File: config.mk
export PLATFORM = sky130hd
export DESIGN_NAME = regfile_write_arbiter_flat
export DESIGN_NICKNAME = d
export VERILOG_FILES = /design/src/rtl/regfile_pkg.sv /design/src/rtl/regfile_write_arbiter_if.sv /design/src/rtl/starve_counter.sv /design/src/rtl/regfile_write_arbiter.sv /design/src/flat_wrapper.sv
export SDC_FILE = /design/constraint.sdc
export NUM_CORES = 1
export LEC_CHECK = 0
export BUFFER_PORTS_ARGS = -buffer_cell sky130_fd_sc_hd__clkbuf_2
export CAP_MARGIN = 20
export CORE_UTILIZATION = 52
export CTS_CLUSTER_SIZE = 30
export DETAILED_ROUTE_END_ITERATION = 16
export PLACE_DENSITY = 0.91
export SLEW_MARGIN = 20
export SYNTH_ARGS = -nofsm -noshare
export SYNTH_HDL_FRONTEND = slang
export SYNTH_SLANG_ARGS = --single-unit
File: constraint.sdc
create_clock -name clk -period 3.9 [get_ports clk]
set_clock_uncertainty 0.15 [all_clocks]
set_input_delay 0.195 -clock clk [delete_from_list [all_inputs] [get_ports clk]]
set_output_delay 0.195 -clock clk [all_outputs]
set_load 0.02 [all_outputs]
File: src/rtl/regfile_pkg.sv
// rtl/regfile_pkg.sv - shared register-file constants and arbiter state type
package regfile_pkg;

    localparam int REG_ADDR_W = 5;
    localparam int REG_COUNT  = 32;
    localparam logic [REG_ADDR_W-1:0] ZERO_REG = 5'd0;

    typedef enum logic {
        NORMAL = 1'b0,
        FORCE  = 1'b1
    } arb_state_t;

    // One-hot mask with only the bit for register addr set.
    function automatic logic [REG_COUNT-1:0] reg_bit(input logic [REG_ADDR_W-1:0] addr);
        reg_bit = '0;
        reg_bit[addr] = 1'b1;
    endfunction

endpackage

File: src/rtl/regfile_write_arbiter_if.sv
// rtl/regfile_write_arbiter_if.sv - two requester ports plus the register-file write port
interface regfile_write_arbiter_if #(
    parameter int DATA_W = 32,
    parameter int ADDR_W = 5
);
    logic              p0_valid;
    logic [ADDR_W-1:0] p0_addr;
    logic [DATA_W-1:0] p0_data;
    logic              p0_ready;

    logic              p1_valid;
    logic [ADDR_W-1:0] p1_addr;
    logic [DATA_W-1:0] p1_data;
    logic              p1_ready;

    logic              rf_we;
    logic [ADDR_W-1:0] rf_waddr;
    logic [DATA_W-1:0] rf_wdata;

    // Requester / register-file side.
    modport master (
        output p0_valid, p0_addr, p0_data,
        input  p0_ready,
        output p1_valid, p1_addr, p1_data,
        input  p1_ready,
        input  rf_we, rf_waddr, rf_wdata
    );

    // Arbiter side.
    modport slave (
        input  p0_valid, p0_addr, p0_data,
        output p0_ready,
        input  p1_valid, p1_addr, p1_data,
        output p1_ready,
        output rf_we, rf_waddr, rf_wdata
    );

endinterface

File: src/rtl/starve_counter.sv
// rtl/starve_counter.sv - saturating wait counter with clear/inc/hold and terminal flag
module starve_counter #(
    parameter int MAX = 8
) (
    input  logic clk,
    input  logic rst_n,
    input  logic clr,
    input  logic inc,
    output logic term
);
    localparam int CW = $clog2(MAX + 1);
    localparam logic [CW-1:0] LAST = CW'(MAX - 1);

    logic [CW-1:0] cnt;

    // Count waiting cycles, parking at the terminal value until cleared.
    always_ff @(posedge clk or negedge rst_n) begin
        if (!rst_n) begin
            cnt <= '0;
        end else if (clr) begin
            cnt <= '0;
        end else if (inc && cnt != LAST) begin
            cnt <= cnt + CW'(1);
        end
    end

    assign term = (cnt == LAST);

endmodule

File: src/rtl/regfile_write_arbiter.sv
// rtl/regfile_write_arbiter.sv - priority write-port arbiter with starvation guard and pending mask
module regfile_write_arbiter
    import regfile_pkg::*;
#(
    parameter int DATA_W     = 32,
    parameter int ADDR_W     = 5,
    parameter int STARVE_MAX = 8
) (
    input  logic                 clk,
    input  logic                 rst_n,
    input  logic                 enable,
    regfile_write_arbiter_if.slave bus,
    output logic [REG_COUNT-1:0] pend_mask,
    output logic                 p1_forced
);

    arb_state_t        state;
    logic              p0_hs;
    logic              p1_hs;
    logic              accept;
    logic              acc_live;
    logic [ADDR_W-1:0] acc_addr;
    logic [DATA_W-1:0] acc_data;
    logic              starve_clr;
    logic              starve_inc;
    logic              starve_term;
    logic [REG_COUNT-1:0] set_bits;
    logic [REG_COUNT-1:0] clr_bits;

    // Readies: p0 wins in NORMAL, p1 owns the port while FORCE.
    always_comb begin
        bus.p0_ready = enable & (state == NORMAL);
        bus.p1_ready = enable & ((state == FORCE) | ~bus.p0_valid);
    end

    // Winning request; readies are mutually exclusive when both are valid.
    always_comb begin
        p0_hs      = bus.p0_valid & bus.p0_ready;
        p1_hs      = bus.p1_valid & bus.p1_ready;
        accept     = p0_hs | p1_hs;
        acc_addr   = p0_hs ? bus.p0_addr : bus.p1_addr;
        acc_data   = p0_hs ? bus.p0_data : bus.p1_data;
        acc_live   = accept & (acc_addr != ADDR_W'(ZERO_REG));
        starve_clr = enable & (p1_hs | ~bus.p1_valid);
        starve_inc = enable & bus.p1_valid & ~p1_hs & (state == NORMAL);
        set_bits   = acc_live ? reg_bit(REG_ADDR_W'(acc_addr)) : '0;
        clr_bits   = bus.rf_we ? reg_bit(REG_ADDR_W'(bus.rf_waddr)) : '0;
    end

    starve_counter #(
        .MAX (STARVE_MAX)
    ) u_starve (
        .clk   (clk),
        .rst_n (rst_n),
        .clr   (starve_clr),
        .inc   (starve_inc),
        .term  (starve_term)
    );

    // Arbitration state: enter FORCE once p1 has waited long enough, leave on its grant or withdrawal.
    always_ff @(posedge clk or negedge rst_n) begin
        if (!rst_n) begin
            state <= NORMAL;
        end else if (enable) begin
            case (state)
                NORMAL: if (bus.p1_valid & ~bus.p1_ready & starve_term) state <= FORCE;
                FORCE:  if (p1_hs | ~bus.p1_valid) state <= NORMAL;
                default: state <= NORMAL;
            endcase
        end
    end

    // Write pipeline: accepted request drives the register file for exactly one cycle.
    always_ff @(posedge clk or negedge rst_n) begin
        if (!rst_n) begin
            bus.rf_we    <= 1'b0;
            bus.rf_waddr <= '0;
            bus.rf_wdata <= '0;
            p1_forced    <= 1'b0;
            pend_mask    <= '0;
        end else begin
            bus.rf_we <= acc_live;
            if (accept) begin
                bus.rf_waddr <= acc_addr;
                bus.rf_wdata <= acc_data;
            end
            p1_forced <= p1_hs & (state == FORCE);
            pend_mask <= (pend_mask & ~clr_bits) | set_bits;
        end
    end

endmodule

File: src/flat_wrapper.sv
// flat-port wrapper written by rule: the top's interface ports become plain ports
module regfile_write_arbiter_flat import regfile_pkg::*;
#(
    parameter int DATA_W     = 32,
    parameter int ADDR_W     = 5,
    parameter int STARVE_MAX = 8
)
  (clk, rst_n, enable, pend_mask, p1_forced, bus_p0_valid, bus_p0_addr, bus_p0_data, bus_p0_ready, bus_p1_valid, bus_p1_addr, bus_p1_data, bus_p1_ready, bus_rf_we, bus_rf_waddr, bus_rf_wdata);
  regfile_write_arbiter_if #(.DATA_W(DATA_W), .ADDR_W(ADDR_W)) bus_i ();
  input  logic clk;
  input  logic rst_n;
  input  logic enable;
  output logic [REG_COUNT-1:0] pend_mask;
  output logic p1_forced;
  input wire logic [$bits(bus_i.p0_valid)-1:0] bus_p0_valid;
  input wire logic [$bits(bus_i.p0_addr)-1:0] bus_p0_addr;
  input wire logic [$bits(bus_i.p0_data)-1:0] bus_p0_data;
  output wire logic [$bits(bus_i.p0_ready)-1:0] bus_p0_ready;
  input wire logic [$bits(bus_i.p1_valid)-1:0] bus_p1_valid;
  input wire logic [$bits(bus_i.p1_addr)-1:0] bus_p1_addr;
  input wire logic [$bits(bus_i.p1_data)-1:0] bus_p1_data;
  output wire logic [$bits(bus_i.p1_ready)-1:0] bus_p1_ready;
  output wire logic [$bits(bus_i.rf_we)-1:0] bus_rf_we;
  output wire logic [$bits(bus_i.rf_waddr)-1:0] bus_rf_waddr;
  output wire logic [$bits(bus_i.rf_wdata)-1:0] bus_rf_wdata;
  assign bus_i.p0_valid = bus_p0_valid;
  assign bus_i.p0_addr = bus_p0_addr;
  assign bus_i.p0_data = bus_p0_data;
  assign bus_p0_ready = bus_i.p0_ready;
  assign bus_i.p1_valid = bus_p1_valid;
  assign bus_i.p1_addr = bus_p1_addr;
  assign bus_i.p1_data = bus_p1_data;
  assign bus_p1_ready = bus_i.p1_ready;
  assign bus_rf_we = bus_i.rf_we;
  assign bus_rf_waddr = bus_i.rf_waddr;
  assign bus_rf_wdata = bus_i.rf_wdata;
  regfile_write_arbiter #(.DATA_W(DATA_W), .ADDR_W(ADDR_W), .STARVE_MAX(STARVE_MAX)) u_core (.clk(clk), .rst_n(rst_n), .enable(enable), .bus(bus_i), .pend_mask(pend_mask), .p1_forced(p1_forced));
endmodule
# == Word-level counts from Yosys, hierarchy flattened ==
# Cells that the tools add are included.
# totals
mem_bits_rw,0
output_inout_bits,73
wordCells,55
latchBits,0
rom_bits,0
mem_count,0
register_bits,76
# op_classes
div_mod_pow,0
order_cmp,4
bitwise,23
eq_ne,2
mux,13
n_mul,0
n_shift,0
n_reduce_logical,5
add_sub_neg,1
# op_table
cell,count
$mux W32,3
$and A32 B32 Y32,1
$not A32 Y32,1
$or A32 B32 Y32,1
$and A1 B1 Y1,12
$lt A5 B6 Y1 const B,2
$demux W1 S5,2
$ge A5 B1 Y1 const B,2
$mux W4,2
$mux W5,1
$not A1 Y1,5
$reduce_bool A5 Y1,1
$add A4 B1 Y4 const B,1
$eq A4 B3 Y1 const B,1
$mux W1,4
$ne A4 B3 Y1 const B,1
$logic_and A1 B1 Y1,3
$or A1 B1 Y1,3
$pmux W1 S2,1
$reduce_bool A2 Y1,1

# == Logic depth before layout (Yosys ltp) ==
# Gate-level depths: netlist of the first run.
# logic_depth
ltp_word,10
mapped_depth,6
ltp_nobuf,5

# == By module ==
# A second synthesis of the first run with hierarchy kept.
# hier_totals
hier_cells,348
area_unflattened_um2,3643.5
# modules_own_cells
mod,cells_per_inst,instances,seq_area_each_um2,area_each_um2
regfile_write_arbiter,328,1,1801.7,3432.0
starve_counter,20,1,100.1,211.5

# == Worst setup path after synthesis of the first run ==
# No wires, ideal clock.
# synth_timing
path_type,reg2reg
from,register u_core.bus.rf_waddr[2]
to,register u_core.pend_mask[16]
setup_time_ns,0.133
stages_incl_launch_ff,5
arrival_ns,1.323
path_slack_ns,2.294
path_buffers,1
synth_period_minus_slack_ns,1.606
path_cell_list,dfrtp_1 -> clkbuf_1 -> or3b_2 -> o21ai_0 -> o21ai_1
# synth_between
elab_chain_len,8
word_cells_on_any_way,9
# synth_lines
item,line,text
"start, declared",regfile_write_arbiter_if.sv:35,"output rf_we, rf_waddr, rf_wdata"
"start signal, assigned",regfile_write_arbiter.sv:84,bus.rf_waddr <= acc_addr;
$lt A5 B6 Y1 (implied by the code) or $ge A5 B1 Y1 (tied branches),regfile_pkg.sv:16,reg_bit[addr] = 1'b1;
$logic_and A1 B1 Y1 (implied by the code),regfile_pkg.sv:16,
$mux W1 (implied by the code),regfile_pkg.sv:16,
$demux W1 S5 (*),-,
$mux W32 (*),regfile_write_arbiter.sv:47,clr_bits = bus.rf_we ? reg_bit(REG_ADDR_W'(bus.rf_waddr)) : '0;
$not A32 Y32 (*),regfile_write_arbiter.sv:88,pend_mask <= (pend_mask & ~clr_bits) | set_bits;
$and A32 B32 Y32 (*),regfile_write_arbiter.sv:88,
$or A32 B32 Y32 (*),regfile_write_arbiter.sv:88,
"end signal, assigned",regfile_write_arbiter.sv:88,
"end, declared",regfile_write_arbiter.sv:13,"output logic [REG_COUNT-1:0] pend_mask,"
# Mark *: on every way between the ends. The rest lies on a longest branch, timed or not.
# A chain may end at the register's enable or synchronous reset.

# == Worst setup path after layout of the first run ==
# layout_timing
from,register u_core.state
to,register u_core.bus.rf_wdata[26]
# layout_between
elab_chain_len,4
word_cells_on_any_way,8
# layout_lines
item,line,text
"start, declared",regfile_write_arbiter.sv:17,arb_state_t state;
"start signal, assigned",regfile_write_arbiter.sv:63,state <= NORMAL;
"start signal, assigned",regfile_write_arbiter.sv:66,NORMAL: if (bus.p1_valid & ~bus.p1_ready & starve_term) state <= FORCE;
"start signal, assigned",regfile_write_arbiter.sv:67,FORCE: if (p1_hs | ~bus.p1_valid) state <= NORMAL;
$or A1 B1 Y1 or $not A1 Y1 (tied branches),"regfile_write_arbiter.sv:33, regfile_write_arbiter.sv:32",
$and A1 B1 Y1 (on tied branches),"regfile_write_arbiter.sv:33, regfile_write_arbiter.sv:32",
$and A1 B1 Y1 (on tied branches),"regfile_write_arbiter.sv:39, regfile_write_arbiter.sv:38",
$or A1 B1 Y1 or $mux W32 (tied branches),"regfile_write_arbiter.sv:40, regfile_write_arbiter.sv:42",
"end signal, assigned",regfile_write_arbiter.sv:85,bus.rf_wdata <= acc_data;
"end, declared",regfile_write_arbiter_if.sv:35,
# Several ways; a longest one is shown, not always the timed one.

==> impl_metrics.toml, run 1 <==
[drt]
num_vias = 3627
firstDrtPassIters = 5
wl_per_cell_um = 18.1
drt-initial-drc-count = 292
via_per_inst = 5.84
drc_errors = 0
ant_nets = 0
wl_um = 11300

[grt]
gr-total-overflow = 0
grt_pass1_vias = 3623
grt_use_total_pct = 31.7
antenna_found_initial = 0
grt_max_degree = 77
grt_pass1_wl_um = 17600

[floorplan]
initial_core_util_pct = 55.2
die_w_um = 85.3
core-area_sq_um = 6530
die_area_sq_um = 7280
fp-row-count = 29
pin_count = 152
die_h_um = 85.3

[yosys]
synth_top_area_share_pct = 52.7
synth_area_leaders = "dfrtp_1 (53%), mux2i_1 (9.7%), o21ai_1 (9.6%)"
synthesis.area_sq_um = 3610
synth-seq-cells = 76
yosysTopAreaCell = "dfrtp_1"
yosysWarningCount = 0
avgSynthCellArea_sq_um = 10.4
ys.flop_type = "dfrtp_1"
synth_cell_types = 42
synth_edf_count = 0
async_reset_ff_share_pct = 100
synth_cells = 347
synth_nets = 427
seq_area_frac_synth_pct = 52.7

[sta]
rsz0062_at_grt = "false"
hold_viol = 0
worst_pin_slew_ns = 0.951
whs_ns = 0.00461
post-route-min-period_ns = 2.63
tns_ns = 0
fmax_mhz = 381
setup_viol_count_final = 0
slew_headroom_pct = 36.6
min_period_over_period_pct = 67.4
layout_setup_ws_ns = 1.27
slew_viol_final = 0

[power]
p_leak_nw = 2.52
vdd_drop_max_v = 0.000247
p_per_area_nw_per_um2 = 516

[setup_path]
crit_arrival_ns = 2.69
crit_path_start_kind = "register"
end_kind = "register"
critPathKind = "register to register"
crit_required_ns = 3.96
crit_fanout = 49
reg2reg_depth = 4

[place]
place_congestion = 0.838
place_inst = 555
port_buffers = 151
place_ws_ns = 1.42
dp_hpwl_um = 6550

[min_path]
worstHoldPathType = "input pin to register"
whs_path_depth = 3

[final_layout]
layout.nets = 619
fin_util_pct = 77.3
layout_common_cells = "clkbuf_2 (150), dfrtp_1 (76), o21ai_1 (68)"
area.sequential_sq_um = 1900
post_route_cells_drive_above_1_share_pct = 33.3
multi_input_area_sq_um = 1570
antenna_cells = 0
finalNonFillerCells = 621
fill_cells = 431
final_common_cell = "clkbuf_2"
syn2layout_area_growth_pct = 39.9

[clock_network]
cts_sinks = 76
cts_tree = "yes"
cts_buffer_depth = 2
clk_pin_slew_ns = 0.09
worstSkewPairLatency_ns = 0.34
htreeDepth = 3
cts_root_buf = "clkbuf_8"
cts_buffers = 9

[run_status]
status = "finished, final reports clean"

[run]
cap_violations = 0
==> layout make-up <==
class / count / area share (%)
clock buffers: 10 / 2.53
clock inverters: 6 / 1.76
well taps: 77 / 1.91
repair buffers: 202 / 25.1
flip-flops and latches: 76 / 37.7
inverters: 1 / 0.0743
multi-input cells: 249 / 31.0
==> cells by family after synthesis <==
logic type               after synthesis  share of synthesized area [%]
AND/OR/NAND/NOR                       89                           14.1
AO/OA/AOI/OAI                        121                           18.0
flip-flops                            76                           52.7
buffers and inverters                 22                           4.23
multiplexers                          38                           10.6
adder cells (fa/ha/maj)                1                          0.347
==> layer usage <==
layer	vias to the layer above	part of all wire, %	GRT usage (%)
li1	1634	-	-
met1	1770	37	36.4
met2	183	52	55.2
met3	40	6.7	6.71
met4	0	3.6	17.7
met5	-	0	0
==> synth_stat cells, drive strengths merged (2+ instances only) <==
cell	count
a22o	3
nor3	5
o21ai	106
and4b	2
mux2	3
and3	4
nand3b	9
mux2i	35
buf	15
clkbuf	6
nor2b	2
nand3	4
nor4b	3
a31oi	4
dfrtp	76
or3b	2
a21oi	4
nor3b	4
nor2	7
nand2	40
==> metrics by stage <==
step / cell area (sq um) / power, mW
floorplan: 3610 / 1.57
finish: 5050 / 2.61
detailed placement: 4330 / 1.90
CTS: 5050 / 2.59
global route: 5050 / 2.73
global placement: 4330 / 1.86
==> final timing paths <==
path | start | end | slack [ns]
worst min-delay path | bus_p0_data[12] | u_core.bus.rf_wdata[12]$_DFFE_PN0P_ | 0.005
worst max-delay path | u_core.state$_DFFE_PN0P_ | u_core.bus.rf_wdata[26]$_DFFE_PN0P_ | 1.27
min in group asynchronous | rst_n | u_core.pend_mask[1]$_DFF_PN0_ | 0.38
max in group asynchronous | rst_n | u_core.bus.rf_waddr[4]$_DFFE_PN0P_ | 2.59
worst max register to register | u_core.state$_DFFE_PN0P_ | u_core.bus.rf_wdata[26]$_DFFE_PN0P_ | 1.27
worst min register to register | u_core.bus.rf_wdata[25]$_DFFE_PN0P_ | u_core.bus.rf_wdata[25]$_DFFE_PN0P_ | 0.34
==> critical path, stage by stage (launching register included) <==
cell	delay (ns)
dfrtp_1	0.46
nand3b_4	0.74
mux2i_1	0.41
dlygate4sd3_1	0.62
o21ai_1	0.10
==> report_power, final <==
| part | total, mW | leakage [nW] | internal [mW] | switching [mW] |
|---|---|---|---|---|
| Sequential | 1.10 | 0.891 | 0.976 | 0.126 |
| Combinational | 0.847 | 1.53 | 0.313 | 0.534 |
| Clock | 0.657 | 0.102 | 0.361 | 0.297 |
==> flip-flops by register name, indices dropped and copies added (netlist names) <==
name and cells:
u_core.bus.rf_waddr 5, u_core.bus.rf_we 1, u_core.p1_forced 1, u_core.u_starve.cnt 4, u_core.bus.rf_wdata 32, u_core.pend_mask 32, u_core.state 1
==> repair_timing <==
action	4_1_cts	5_1_grt
setup endpoints to repair	0	0
gates resized for setup	0	0
buffers inserted	0	0
endpoints found under the hold margin	101	0
hold buffers	50	0
Power figures use the tool's default switching activity.
==> run 2, diff against run 1 <==
ABC_AREA = 1   (was default)
CORE_UTILIZATION = 48   (was 52)
PLACE_DENSITY = 0.85   (was 0.91)
clock period = 2.7 ns   (was 3.9 ns; I/O delays follow)
==> impl_metrics.toml, run 2 <==
[sta]
slew_viol_final = 0
setup_viol_count_final = 0
tns_ns = 0
fmax_mhz = 398
worst_pin_slew_ns = 0.938
post-route-min-period_ns = 2.51
rsz0062_at_grt = "false"
hold_viol = 0
slew_headroom_pct = 37.5
min_period_over_period_pct = 93.1
whs_ns = 0.0373
layout_setup_ws_ns = 0.186

[final_layout]
layout_common_cells = "clkbuf_2 (150), nand2_1 (78), dfrtp_1 (76)"
multi_input_area_sq_um = 1550
fin_util_pct = 72.5
antenna_cells = 0
final_common_cell = "clkbuf_2"
fill_cells = 541
syn2layout_area_growth_pct = 44.7
top_regs = "u_core.bus.rf_wdata (32), u_core.pend_mask (32), u_core.bus.rf_waddr (5)"
layout.nets = 734
post_route_cells_drive_above_1_share_pct = 28.2
area.sequential_sq_um = 1900

[yosys]
async_reset_ff_share_pct = 100
synth_cell_types = 25
synthesis.area_sq_um = 3670
yosysTopAreaCell = "dfrtp_1"
synth_top_area_share_pct = 51.8
synth_cells = 442
ys.flop_type = "dfrtp_1"
synth_area_leaders = "dfrtp_1 (52%), nand3_1 (9.7%), nand2_1 (8.0%)"
synth-seq-cells = 76
seq_area_frac_synth_pct = 51.8
synthTopCellsByCount = "nand2_1 (78), dfrtp_1 (76), nand3_1 (71), nor2_1 (53), o21ai_0 (46)"
avgSynthCellArea_sq_um = 8.31
synth_nets = 522
synth_edf_count = 0
yosysWarningCount = 0
post-synth-top-count-cell = "nand2_1"

[grt]
grt_use_total_pct = 30.8
gr-total-overflow = 0
grt_max_degree = 77
grt_pass1_vias = 3931
antenna_found_initial = 0
grt_pass1_wl_um = 18400

[setup_path]
critPathKind = "register to register"
crit_arrival_ns = 2.64
crit_required_ns = 2.83
end_kind = "register"
crit_fanout = 36
crit_path_start_kind = "register"

[power]
finalPower_mw = 3.78
vdd_drop_max_v = 0.000299
comb_power_share_pct = 36.8
p_per_area_nw_per_um2 = 711
seqPwrFrac_pct = 43.0
p_leak_nw = 2.55
clkPwrFrac_pct = 20.2
p_sw_mw = 1.47
netSwitchingFraction_pct = 38.8
p_int_mw = 2.31

[drt]
num_vias = 4215
wl_um = 11900
drc_errors = 0
drt-initial-drc-count = 278
ant_nets = 0
via_per_inst = 5.56
wl_per_cell_um = 15.7
firstDrtPassIters = 5

[run]
cap_violations = 0

[clock_network]
worstSkewPairLatency_ns = 0.34
cts_buffers = 9
clk_pin_slew_ns = 0.08
cts_root_buf = "clkbuf_8"
cts_sinks = 76
htreeDepth = 3
cts_tree = "yes"
cts_buffer_depth = 2
cts_setup_buffers = 0

[floorplan]
core-area_sq_um = 7330
die_area_sq_um = 8010
die_h_um = 89.5
fp-row-count = 31
pin_count = 152
initial_core_util_pct = 50.1
die_w_um = 89.5

[place]
port_buffers = 151
place_ws_ns = 0.712
place_congestion = 0.897
dp_hpwl_um = 7290

[run_status]
status = "finished, final reports clean"

[min_path]
worstHoldPathType = "input pin to register"
[run 2: area by class of cell]
cell class,instances,area share (%)
Inverter,28,1.98
Sequential cell,76,35.8
Clock inverter,2,0.188
Tap cell,99,2.33
Clock buffer,14,2.87
Timing Repair Buffer,223,27.7
Multi-Input combinational cell,316,29.1
[run 2: logic make-up (layout without fill, tap and decap cells)]
logic type	count (synthesis)	count (layout)	synth area share, %
AND/OR/NAND/NOR	225	225	28.1
AO/OA/AOI/OAI	89	89	13.5
flip-flops	76	76	51.8
buffers and inverters	50	267	6.13
adder cells (fa/ha/maj)	1	1	0.341
XOR/XNOR	1	1	0.238
[run 2: per-stage QoR]
| step | cells | cell area [sq um] |
|---|---|---|
| 6_report | 758 | 5310 |
| 5_1_grt | 758 | 5310 |
| 4_1_cts | 758 | 5310 |
| 3_5_place_dp | 675 | 4470 |
| 3_3_place_gp | 675 | 4470 |
| 2_1_floorplan | 442 | 3670 |
[run 2: timing repair]
item | CTS | global route
setup endpoints to repair | 0 | 23
hold buffers | 67 | 0
resized for setup | 0 | 2
hold endpoints to repair | 110 | 0
[run 2: power groups by stage]
stage | registers, mW | clock network, mW | logic (mW)
5_1_grt | 1.66 | 0.813 | 1.53
3_5_place_dp | 1.64 | 0 | 1.23
2_1_floorplan | 1.96 | 0 | 0.393
6_report | 1.62 | 0.762 | 1.39
3_3_place_gp | 1.62 | 0 | 1.19
4_1_cts | 1.62 | 0.767 | 1.37
[run 2: critical path: stages, from the launching register on]
cell and delay [ns]:
dfrtp_1 0.43, nor2_1 0.22, o21ai_2 0.15, inv_2 0.34
buf_6 0.31, nor2_1 0.06, a31oi_1 0.18, dlygate4sd3_1 0.59
[run 2: final timing paths]
| check | cells past startpoint | to | slack [ns] | start |
|---|---|---|---|---|
| min reg2reg | 1 | u_core.pend_mask[0]$_DFF_PN0_ | 0.34 | u_core.pend_mask[0]$_DFF_PN0_ |
| max | 7 | u_core.bus.rf_wdata[27]$_DFFE_PN0P_ | 0.19 | u_core.state$_DFFE_PN0P_ |
| max reg2reg | 7 | u_core.bus.rf_wdata[27]$_DFFE_PN0P_ | 0.19 | u_core.state$_DFFE_PN0P_ |
| min | 4 | u_core.pend_mask[2]$_DFF_PN0_ | 0.04 | bus_p1_addr[0] |
| min in group asynchronous | 2 | u_core.pend_mask[14]$_DFF_PN0_ | 0.32 | rst_n |
| max in group asynchronous | 2 | u_core.pend_mask[19]$_DFF_PN0_ | 1.46 | rst_n |
[run 2: metal layers]
layer,global-route usage [%],routed length (um),share of wire [%],up-vias
li1,-,-,-,1936
met4,13.9,282,2.4,0
met3,8.31,1220,10,29
met1,37.2,4560,38,2008
met2,51.7,5800,49,242
met5,0,0,0,-
